$ cat config.mk
export PLATFORM = sky130hd
export DESIGN_NAME = jvm_uop_sequencer
export DESIGN_NICKNAME = d
export VERILOG_FILES = /design/src/rtl/jvm_pkg.sv /design/src/rtl/jvm_uop_sequencer_uop_rom.sv /design/src/rtl/jvm_uop_sequencer.sv
export SDC_FILE = /design/constraint.sdc
export NUM_CORES = 1
export LEC_CHECK = 0
export ABC_AREA = 1
export CAP_MARGIN = 30
export CORE_UTILIZATION = 35
export CTS_CLUSTER_DIAMETER = 30
export DETAILED_ROUTE_END_ITERATION = 10
export GPL_ROUTABILITY_DRIVEN = 0
export PLACE_DENSITY = 0.71
export SYNTH_ARGS = -nofsm -noshare
export SYNTH_HDL_FRONTEND = slang
export SYNTH_SLANG_ARGS = --single-unit
$ cat constraint.sdc
create_clock -name clk -period 1.5 [get_ports clk]
set_input_delay 0.3 -clock clk [delete_from_list [all_inputs] [get_ports clk]]
set_output_delay 0.3 -clock clk [all_outputs]
set_load 0.02 [all_outputs]
$ cat src/rtl/jvm_pkg.sv
// Shared definitions for the bytecode micro-op sequencer: opcodes, table
// entry layout, sequencer states and the default micro-op word.
package jvm_pkg;

    localparam int unsigned ENTRY_UOP_W = 32;

    localparam logic [7:0] IADD     = 8'h60;
    localparam logic [7:0] I2B      = 8'h91;
    localparam logic [7:0] DLOAD    = 8'h18;
    localparam logic [7:0] ICONST_0 = 8'h03;
    localparam logic [7:0] LCMP     = 8'h94;

    localparam logic [ENTRY_UOP_W-1:0] UOP_NOP_BASE = 32'h920104E0;

    typedef struct packed {
        logic                   vld;
        logic                   last;
        logic                   mem;
        logic                   imm;
        logic [ENTRY_UOP_W-1:0] uop;
    } uop_entry_t;

    typedef enum logic [1:0] {
        IDLE,
        FETCH,
        ISSUE,
        DONE
    } seq_state_t;

    localparam uop_entry_t ENTRY_NONE = '0;

    function automatic uop_entry_t make_entry(input logic                   is_last,
                                              input logic                   is_mem,
                                              input logic                   is_imm,
                                              input logic [ENTRY_UOP_W-1:0] word);
        uop_entry_t e;
        e.vld  = 1'b1;
        e.last = is_last;
        e.mem  = is_mem;
        e.imm  = is_imm;
        e.uop  = word;
        return e;
    endfunction

endpackage

$ cat src/rtl/jvm_uop_sequencer_uop_rom.sv
// Micro-op table: registered read addressed by {opcode, index}; opcodes
// without an entry return vld=0.
module uop_rom
    import jvm_pkg::*;
#(
    parameter int unsigned OPCODE_W = 8,
    parameter int unsigned IDX_W    = 2
) (
    input  logic                      clk,
    input  logic [OPCODE_W+IDX_W-1:0] addr,
    output uop_entry_t                entry
);

    logic [OPCODE_W-1:0] op;
    logic [IDX_W-1:0]    idx;
    uop_entry_t          lookup;

    assign {op, idx} = addr;

    always_comb begin
        lookup = ENTRY_NONE;
        if (op == OPCODE_W'(IADD)) begin
            if (idx == '0)
                lookup = make_entry(1'b0, 1'b0, 1'b0, UOP_NOP_BASE);
            else if (idx == IDX_W'(1))
                lookup = make_entry(1'b1, 1'b0, 1'b0, 32'h920104E1);
        end else if (op == OPCODE_W'(I2B)) begin
            if (idx == '0)
                lookup = make_entry(1'b1, 1'b1, 1'b0, UOP_NOP_BASE);
        end else if (op == OPCODE_W'(DLOAD)) begin
            if (idx == '0)
                lookup = make_entry(1'b1, 1'b0, 1'b1, 32'h92010400);
        end
    end

    always_ff @(posedge clk) begin
        entry <= lookup;
    end

endmodule

$ cat src/rtl/jvm_uop_sequencer.sv
// Bytecode micro-op sequencer: latches one instruction, walks its table
// entries and issues each micro-op over a valid/ready handshake.
module jvm_uop_sequencer
    import jvm_pkg::*;
#(
    parameter int unsigned OPCODE_W = 8,
    parameter int unsigned UOP_W    = 32,
    parameter int unsigned ADDR_W   = 16,
    parameter int unsigned MAX_UOPS = 4
) (
    input  logic                  clk,
    input  logic                  reset,
    input  logic                  start,
    input  logic [2*OPCODE_W-1:0] instr_in,
    output logic                  ready,
    output logic [UOP_W-1:0]      uop_out,
    output logic                  uop_valid,
    input  logic                  uop_ready,
    output logic                  mem_req,
    output logic [ADDR_W-1:0]     mem_addr,
    output logic                  done,
    output logic                  illegal
);

    localparam int unsigned IDX_W = $clog2(MAX_UOPS);

    seq_state_t          state, state_nx;
    logic [IDX_W-1:0]    index, index_nx;
    logic [OPCODE_W-1:0] opcode_q, operand_q;
    logic                illegal_q, illegal_nx;
    logic                mem_req_q, mem_req_nx;
    logic [ADDR_W-1:0]   mem_addr_q;
    logic                accept;
    uop_entry_t          entry;
    logic [UOP_W-1:0]    uop_word;

    uop_rom #(
        .OPCODE_W(OPCODE_W),
        .IDX_W   (IDX_W)
    ) u_rom (
        .clk  (clk),
        .addr ({opcode_q, index}),
        .entry(entry)
    );

    always_comb begin
        uop_word = UOP_W'(entry.uop);
        if (entry.imm)
            uop_word[OPCODE_W-1:0] = operand_q;
    end

    assign accept = (state == IDLE) && start;

    always_comb begin
        state_nx   = state;
        index_nx   = index;
        illegal_nx = illegal_q;
        mem_req_nx = 1'b0;
        ready      = 1'b0;
        uop_valid  = 1'b0;
        uop_out    = '0;
        done       = 1'b0;
        illegal    = 1'b0;
        case (state)
            IDLE: begin
                ready = 1'b1;
                if (start) begin
                    state_nx   = FETCH;
                    index_nx   = '0;
                    illegal_nx = 1'b0;
                end
            end
            FETCH: state_nx = ISSUE;
            ISSUE: begin
                // An empty slot ends the list; only an empty first slot is illegal.
                if (!entry.vld) begin
                    state_nx   = DONE;
                    illegal_nx = (index == '0);
                end else begin
                    uop_valid = 1'b1;
                    uop_out   = uop_word;
                    if (uop_ready) begin
                        mem_req_nx = entry.mem;
                        if (entry.last || index == IDX_W'(MAX_UOPS - 1)) begin
                            state_nx = DONE;
                        end else begin
                            index_nx = index + 1'b1;
                            state_nx = FETCH;
                        end
                    end
                end
            end
            DONE: begin
                done     = 1'b1;
                illegal  = illegal_q;
                state_nx = IDLE;
            end
            default: state_nx = IDLE;
        endcase
    end

    always_ff @(posedge clk) begin
        if (!reset) begin
            state      <= IDLE;
            index      <= '0;
            opcode_q   <= '0;
            operand_q  <= '0;
            illegal_q  <= 1'b0;
            mem_req_q  <= 1'b0;
            mem_addr_q <= '0;
        end else begin
            state     <= state_nx;
            index     <= index_nx;
            illegal_q <= illegal_nx;
            mem_req_q <= mem_req_nx;
            if (accept) begin
                opcode_q  <= instr_in[2*OPCODE_W-1:OPCODE_W];
                operand_q <= instr_in[OPCODE_W-1:0];
            end
            if (mem_req_nx)
                mem_addr_q <= mem_addr_q + 1'b1;
        end
    end

    assign mem_req  = mem_req_q;
    assign mem_addr = mem_addr_q;

endmodule
==> results of run 1 <==
==> sequential cells by signal, summed over array words and instances (netlist names) <==
name         flops
illegal_q        1
index            2
mem_addr        16
mem_req          1
opcode_q         8
operand_q        8
state            2
u_rom.entry      6
==> cells in the mapped netlist, drive strengths merged <==
library cell	n
xor2	1
and3	1
a21oi	15
nand2	58
clkbuf	3
nand4	7
inv	35
o21ai	24
mux2i	1
ha	4
nor2	77
or2	1
o211ai	1
buf	29
o21bai	2
dfxtp	44
conb	1
nor3	8
nand3	11
==> cell families (layout without fill, tap and decap cells) <==
group / count (synthesis) / in the layout / share of synthesized area, %
and+or+nand+nor: 163 / 163 / 31.5
buffers and inverters: 67 / 117 / 15.8
DFF: 44 / 44 / 39.5
AOI/OAI and AO/OA: 42 / 42 / 9.93
adders and majority gates: 4 / 4 / 2.24
other: 1 / 19 / 0.168
xor gates and xnor gates: 1 / 1 / 0.393
muxes: 1 / 1 / 0.449
==> final cells by class <==
type / instances / area (µm²) / share of cell area [%]
Multi-Input combinational cell: 230 / 1090 / 36.7
Sequential cell: 44 / 887 / 29.8
Timing Repair Buffer: 74 / 656 / 22.0
Inverter: 35 / 134 / 4.50
Tap cell: 75 / 93.8 / 3.16
Clock buffer: 5 / 68.8 / 2.31
Clock inverter: 3 / 42.5 / 1.43
==> timing repair <==
item / in CTS / in global routing
resized for setup: 95 / 22
gates cloned: 0 / 0
setup buffers: 0 / 4
pin swaps: 0 / 4
setup endpoints to repair: 34 / 20
==> worst register-to-register path: stages, from the launching register on <==
cell,delay [ns]
sky130_fd_sc_hd__dfxtp_2,0.35
sky130_fd_sc_hd__ha_1,0.19
sky130_fd_sc_hd__or2_2,0.31
sky130_fd_sc_hd__o21ai_4,0.20
sky130_fd_sc_hd__buf_4,0.13
sky130_fd_sc_hd__a21oi_1,0.05
sky130_fd_sc_hd__nor2_1,0.10
==> path summary, 6_finish.rpt <==
kind              slack, ns           to  cells past startpoint
setup / recovery      -0.01   uop_out[3]                      5
hold reg to reg        0.47  opcode_q[5]                      2
hold / removal         0.47  opcode_q[5]                      2
setup reg to reg       0.10     index[0]                      6
==> layer usage <==
metal / vias to the layer above / GRT usage [%] / share of wire, %
met4: 0 / 6.32 / 1.8
met5: - / 0 / 0
met2: 65 / 27.1 / 48
met3: 8 / 3.11 / 4.8
met1: 975 / 19.8 / 45
li1: 1103 / - / -
==> per-stage QoR <==
stage               TNS, ns  util, %  setup WS [ns]  std cells  hold WS, ns
floorplan                 0        -        0.00752        341        0.438
global placement      -3.31     47.5         -0.163        454        0.456
detailed placement    -3.73     47.5         -0.200        454        0.461
CTS                 -0.0474     48.1        -0.0166        462        0.474
global route         -0.930     49.4        -0.0831        466        0.495
finish              -0.0257     49.4        -0.0130        466        0.475
==> placed cells by master, fill, tap and decap left out, types with 4 or more instances in the layout <==
cell type,synthesis,routed
sky130_fd_sc_hd__a21oi_1,15,15
sky130_fd_sc_hd__buf_4,24,31
sky130_fd_sc_hd__clkbuf_8,0,5
sky130_fd_sc_hd__clkdlybuf4s50_1,0,19
sky130_fd_sc_hd__conb_1,1,19
sky130_fd_sc_hd__dfxtp_1,44,39
sky130_fd_sc_hd__dfxtp_2,0,5
sky130_fd_sc_hd__dlygate4sd2_1,0,17
sky130_fd_sc_hd__ha_1,4,4
sky130_fd_sc_hd__inv_1,34,33
sky130_fd_sc_hd__nand2_1,57,57
sky130_fd_sc_hd__nand3_1,9,9
sky130_fd_sc_hd__nand4_1,7,7
sky130_fd_sc_hd__nor2_1,74,68
sky130_fd_sc_hd__nor2_2,1,6
sky130_fd_sc_hd__nor3_1,8,8
sky130_fd_sc_hd__o21ai_0,23,22
==> where the power goes <==
group,switching (mW),total (mW),internal [mW]
clock network,0.407,0.900,0.493
registers,0.0489,1.29,1.24
logic,0.276,0.473,0.197
==> metrics.log, run 1 <==
[metrics] delay of the slowest cell on the worst path: 0.35 ns
[metrics] antenna violations before repair: 0
[metrics] Synth Warn #: 0
[metrics] htree depth: 2
[metrics] DRC Markers: 0
[metrics] TritonCTS clock tree: done
[metrics] average vias per placed instance: 4.62
[metrics] failing checks: setup timing
[metrics] initial cell density of the core: 37.0%
[metrics] status: finished, violations left
[metrics] Worst setup EP type: output port
[metrics] Overall Power: about 2.7 mW
[metrics] startpoint of the lowest-slack hold path: opcode_q[5]
[metrics] Worst path top cell family by delay: flip-flops
[metrics] worst endpoint required time: 1.20 ns
[metrics] Port Buf Inserts: 53
[metrics] share of Yosys cell area claimed by the top area cell type: 39.5%
[metrics] top cells by area in the synthesized netlist: sky130_fd_sc_hd__dfxtp_1 40%, sky130_fd_sc_hd__nor2_1 12%, sky130_fd_sc_hd__nand2_1 9.6%
[metrics] summed area of non-filler cells in the final layout: about 3000 µm²
[metrics] worst hold path class: reg -> reg
[metrics] number of buffers created by CTS: 5
[metrics] Startpoint Class: flop
[metrics] number of instances in the synthesized netlist: approximately 320
[metrics] total gr overflow: 0
[metrics] number of top-level design ports: 73
[metrics] wire length reported by the detailed router: approximately 5.2 mm
[metrics] cell with the largest stage delay on the worst path: sky130_fd_sc_hd__dfxtp_1
[metrics] Horiz. Die Dim: 81.8 µm
[metrics] endpoints failing hold: 0
[metrics] worst clock skew: 0.00613 ns
[metrics] hold_buf cts: 0
[metrics] sequential fraction of the synthesis area: around two fifths
[metrics] combined global-route utilization of all metal layers: 16.0%
[metrics] Layout area overhead: 33.4%
[metrics] maximum number of pins on one net before global-route repair: 36
[metrics] number of clock sinks: 44
[metrics] floorplan die area: ~6700 µm²
[metrics] worst path setup slack after routing: -0.0130 ns
[metrics] final count of negative-setup-slack endpoints: 2
[metrics] wire per inst: between 10 and 15 µm
[metrics] Clk pin slew, worst setup/hold paths: 0.09 ns
[metrics] Final Cycle Share: 101%
[metrics] post-detailed-route count of antenna-violating nets: 0
[metrics] final-stage net count: 414
[metrics] Max Cap Viol: 0
[metrics] ANT cells: 0
[metrics] largest fanout of any net on the critical path: 8
[metrics] minimum period implied by the final worst setup slack: 1.51 ns
[metrics] Avg Synthesized Cell Area: between 6 and 7 µm²
[metrics] Longest Clk Path Bufs: 2
[metrics] arrival time at the worst endpoint: around 1.2 ns
[metrics] cells along the critical path: inv_1, nor2_4, inv_4, nor2_1, buf_4
[metrics] clock tree root driver cell: sky130_fd_sc_hd__clkbuf_8
[metrics] startpoint of the most critical setup path: u_rom.entry[28]
[metrics] IR drop worst, VDD: ~0.38 mV
[metrics] filler cell count in the final layout: ~620
[metrics] Netlist cell types: 28
[metrics] largest area contributor in the netlist: sky130_fd_sc_hd__dfxtp_1
[metrics] Leak Pwr: 1.38 nW
[metrics] cell area reported after detailed placement: approximately 2900 µm²
[metrics] number of global-route vias before repair: approximately 1900
[metrics] Pre-Repair DR Iteration Count: 4
[metrics] Cell Area, Synth: 2230 µm²
[metrics] Critical R2R Launch: index[0]
[metrics] maximum clock frequency: ~0.66 GHz
[metrics] start-to-end type of the worst setup path: reg -> out
[metrics] count of state elements after synthesis: between 40 and 50
[metrics] unrepaired setup endpoints after global routing: true
[metrics] fraction of layout instances using a drive strength above 1: about 17%
[metrics] number of DRC markers after the initial detailed-route iteration: 82
[metrics] power density of the placed cells: around 900 nW/µm²
[metrics] floorplan die height: between 80 and 90 µm
[metrics] Placeable Area: around 6000 µm²
[metrics] placement row count: 28
[metrics] clk_lat worst skew: 0.29 ns
[metrics] max-slew violation total from the final report: 0
[metrics] global-route wire length before repair: around 8 mm
[metrics] CP Buf/Inv Count: 3
[metrics] DP Wirelength: around 3.8 mm
[metrics] number of vias in the routed layout: roughly 2200
(Power assumes the default switching activity.)
==> run 2, diff against run 1 <==
--- a/constraint.sdc
+++ b/constraint.sdc
@@ -3,2 +3,2 @@
 set_output_delay 0.3 -clock clk [all_outputs]
-set_load 0.02 [all_outputs]
+set_load 0.05 [all_outputs]
==> metrics.log, run 2 (same netlist as run 1, synthesis figures left out) <==
[metrics] power density of the placed cells: 803 nW/µm² (-10%)
[metrics] DP Wirelength: 3.80 mm (-0.20%)
[metrics] clock tree root driver cell: sky130_fd_sc_hd__clkbuf_8
[metrics] wire length reported by the detailed router: 5.38 mm (+4.2%)
[metrics] largest fanout of any net on the critical path: 8 (unchanged)
[metrics] IR drop worst, VDD: 0.366 mV (-4.3%)
[metrics] antenna violations before repair: 0 (unchanged)
[metrics] flip-flop count of the largest register, all copies and words added: 16 (unchanged)
[metrics] number of global-route vias before repair: 1928 (+3.0%)
[metrics] number of vias in the routed layout: 2173 (+1.0%)
[metrics] initial cell density of the core: 37.0% (unchanged)
[metrics] worst endpoint required time: 1.20 ns (about the same)
[metrics] Hold Path Depth: 2 (unchanged)
[metrics] filler cell count in the final layout: 536 (-13%)
[metrics] Max Cap Viol: 0 (unchanged)
[metrics] internal power: 1.97 mW (+2.2%)
[metrics] post-placement worst setup slack: -0.201 ns (-0.000935 ns)
[metrics] most frequent standard cell in the layout excluding fill and tap cells: sky130_fd_sc_hd__nor2_1
[metrics] TritonCTS clock tree: done
[metrics] Switching Power: 0.855 mW (+17%)
[metrics] internal reg-to-reg setup slack: 0.11 ns (about the same)
[metrics] hold_buf cts: 0 (unchanged)
[metrics] worst clock skew: 0.00690 ns (+0.000772 ns)
[metrics] capture endpoint of the worst hold path: opcode_q[5]
[metrics] start-to-end type of the worst setup path: reg -> out
[metrics] Worst setup EP type: output port
[metrics] average vias per placed instance: 4.62 (+0.16%)
[metrics] unrepaired setup endpoints after global routing: true
[metrics] Pre-Repair DR Iteration Count: 4 (unchanged)
[metrics] number of clock sinks: 44 (unchanged)
[metrics] Placeable Area: 6030 µm² (unchanged)
[metrics] Startpoint Class: flop
[metrics] number of DRC markers after the initial detailed-route iteration: 103 (+26%)
[metrics] startpoint of the lowest-slack hold path: opcode_q[5]
[metrics] utilization of the core after routing: 58.5% (+9.1 points)
[metrics] Clk pin slew, worst setup/hold paths: 0.09 ns (about the same)
[metrics] Longest Clk Path Bufs: 2 (unchanged)
[metrics] Port Buf Inserts: 53 (unchanged)
[metrics] final count of negative-setup-slack endpoints: 14 (+12)
[metrics] status: finished, violations left
[metrics] Critical R2R Launch: index[0]
[metrics] fraction of layout instances using a drive strength above 1: 25.1% (+7.9 points)
[metrics] Seq pwr share: 45.5% (-2.9 points)
[metrics] post-detailed-route count of antenna-violating nets: 0 (unchanged)
[metrics] maximum number of pins on one net before global-route repair: 36 (unchanged)
[metrics] Final Cycle Share: 116% (+15 points)
[metrics] endpoints failing hold: 0 (unchanged)
[metrics] smallest hold slack: 0.479 ns (+0.00449 ns)
[metrics] destination of the worst register-to-register timing path: state[1]
[metrics] floorplan die area: 6690 µm² (unchanged)
[metrics] net switching fraction of the power: 30.2% (+2.7 points)
[metrics] proportion of power drawn by combinational gates: 21.3% (+3.5 points)
[metrics] ANT cells: 0 (unchanged)
[metrics] Layout area overhead: 58.0%
[metrics] total gr overflow: 0 (unchanged)
[metrics] Post-Route Setup TNS: -2.39 ns (-2.36 ns)
[metrics] number of buffers created by CTS: 5 (unchanged)
[metrics] Horiz. Die Dim: 81.8 µm (unchanged)
[metrics] minimum period implied by the final worst setup slack: 1.74 ns (+0.229 ns)
[metrics] maximum clock frequency: 0.574 GHz (-13%)
[metrics] floorplan die height: 81.8 µm (unchanged)
[metrics] failing checks: setup timing
[metrics] final-stage net count: 418 (+0.97%)
[metrics] placement row count: 28 (unchanged)
[metrics] wire per inst: 11.4 µm (+3.3%)
[metrics] DRC Markers: 0 (unchanged)
[metrics] combined global-route utilization of all metal layers: 17.4% (+1.4 points)
[metrics] Leak Pwr: 1.47 nW (+5.9%)
[metrics] clock network power share: 33.2% (-0.6 points)
[metrics] non-filler cells in the finished layout: 470 (+0.86%)
[metrics] number of top-level design ports: 73 (unchanged)
[metrics] worst hold path class: reg -> reg
[metrics] most frequent cells in the layout: 61 x sky130_fd_sc_hd__nor2_1, 57 x sky130_fd_sc_hd__nand2_1, 39 x sky130_fd_sc_hd__buf_12, 37 x sky130_fd_sc_hd__dfxtp_1, 33 x sky130_fd_sc_hd__inv_1
[metrics] max-slew violation total from the final report: 0 (unchanged)
[metrics] worst path setup slack after routing: -0.242 ns (-0.229 ns)
[metrics] htree depth: 2 (unchanged)
[metrics] clk_lat worst skew: 0.30 ns (about the same)
[metrics] arrival time at the worst endpoint: 1.44 ns (+0.23 ns)
[metrics] global-route wire length before repair: 8.78 mm (+7.2%)
[metrics] Worst Reg-to-Reg Cells: 6 (unchanged)
[metrics] Cells after DPL: 459 (+1.1%)
[run 2: final cells by class]
class	instances	area (µm²)	area share [%]
clock buffers	5	68.8	1.95
clock inverters	3	46.3	1.31
inverters	35	135	3.84
multi-input cells	230	1170	33.1
flip-flops and latches	44	890	25.3
well taps	75	93.8	2.66
repair buffers	78	1120	31.8
[run 2: through the flow]
stage                     power, mW  area (µm²)
after detailed placement       1.89        3290
after floorplan                1.71        2330
after global routing           2.97        3520
final                          2.83        3520
after CTS                      2.83        3490
after global placement         1.88        3290
[run 2: worst max path at each step]
stage	slack, ns	to	cells after the start	from
2_1_floorplan	-0.40	uop_out[0]	4	state[1]
3_3_place_gp	-0.17	mem_addr[15]	8	uop_ready
3_5_place_dp	-0.20	mem_addr[15]	8	uop_ready
4_1_cts	-0.26	uop_out[0]	8	state[0]
5_1_grt	-0.32	uop_out[7]	7	state[0]
6_report	-0.24	uop_out[7]	7	state[0]
[run 2: power groups by stage]
stage               Clock, mW  Sequential (mW)  Combinational (mW)
floorplan                   0             1.30               0.410
global placement            0             1.31               0.570
detailed placement          0             1.31               0.578
CTS                     0.952             1.29               0.593
global route             1.01             1.30               0.659
finish                  0.939             1.29               0.601
[run 2: critical path, stage by stage (launching register included)]
cell and delay [ns]:
sky130_fd_sc_hd__dfxtp_2 0.33, sky130_fd_sc_hd__inv_2 0.07, sky130_fd_sc_hd__nand2_4 0.06, sky130_fd_sc_hd__nor2_4 0.14, sky130_fd_sc_hd__clkinvlp_4 0.11, sky130_fd_sc_hd__buf_12 0.16
sky130_fd_sc_hd__nor2_4 0.13, sky130_fd_sc_hd__buf_12 0.14
[run 2: layer usage]
metal | up-vias | GRT usage [%] | share of wire [%]
li1 | 1113 | - | -
met1 | 984 | 19.7 | 42
met2 | 63 | 31.2 | 51
met3 | 13 | 3.22 | 4.0
met4 | 0 | 7.89 | 2.7
met5 | - | 0 | 0
[run 2: what timing repair did]
action,in CTS,in global routing
resized for setup,13,11
buffers inserted,2,3
pin swaps,1,9
endpoints found under the setup margin,9,22
cloned,0,0
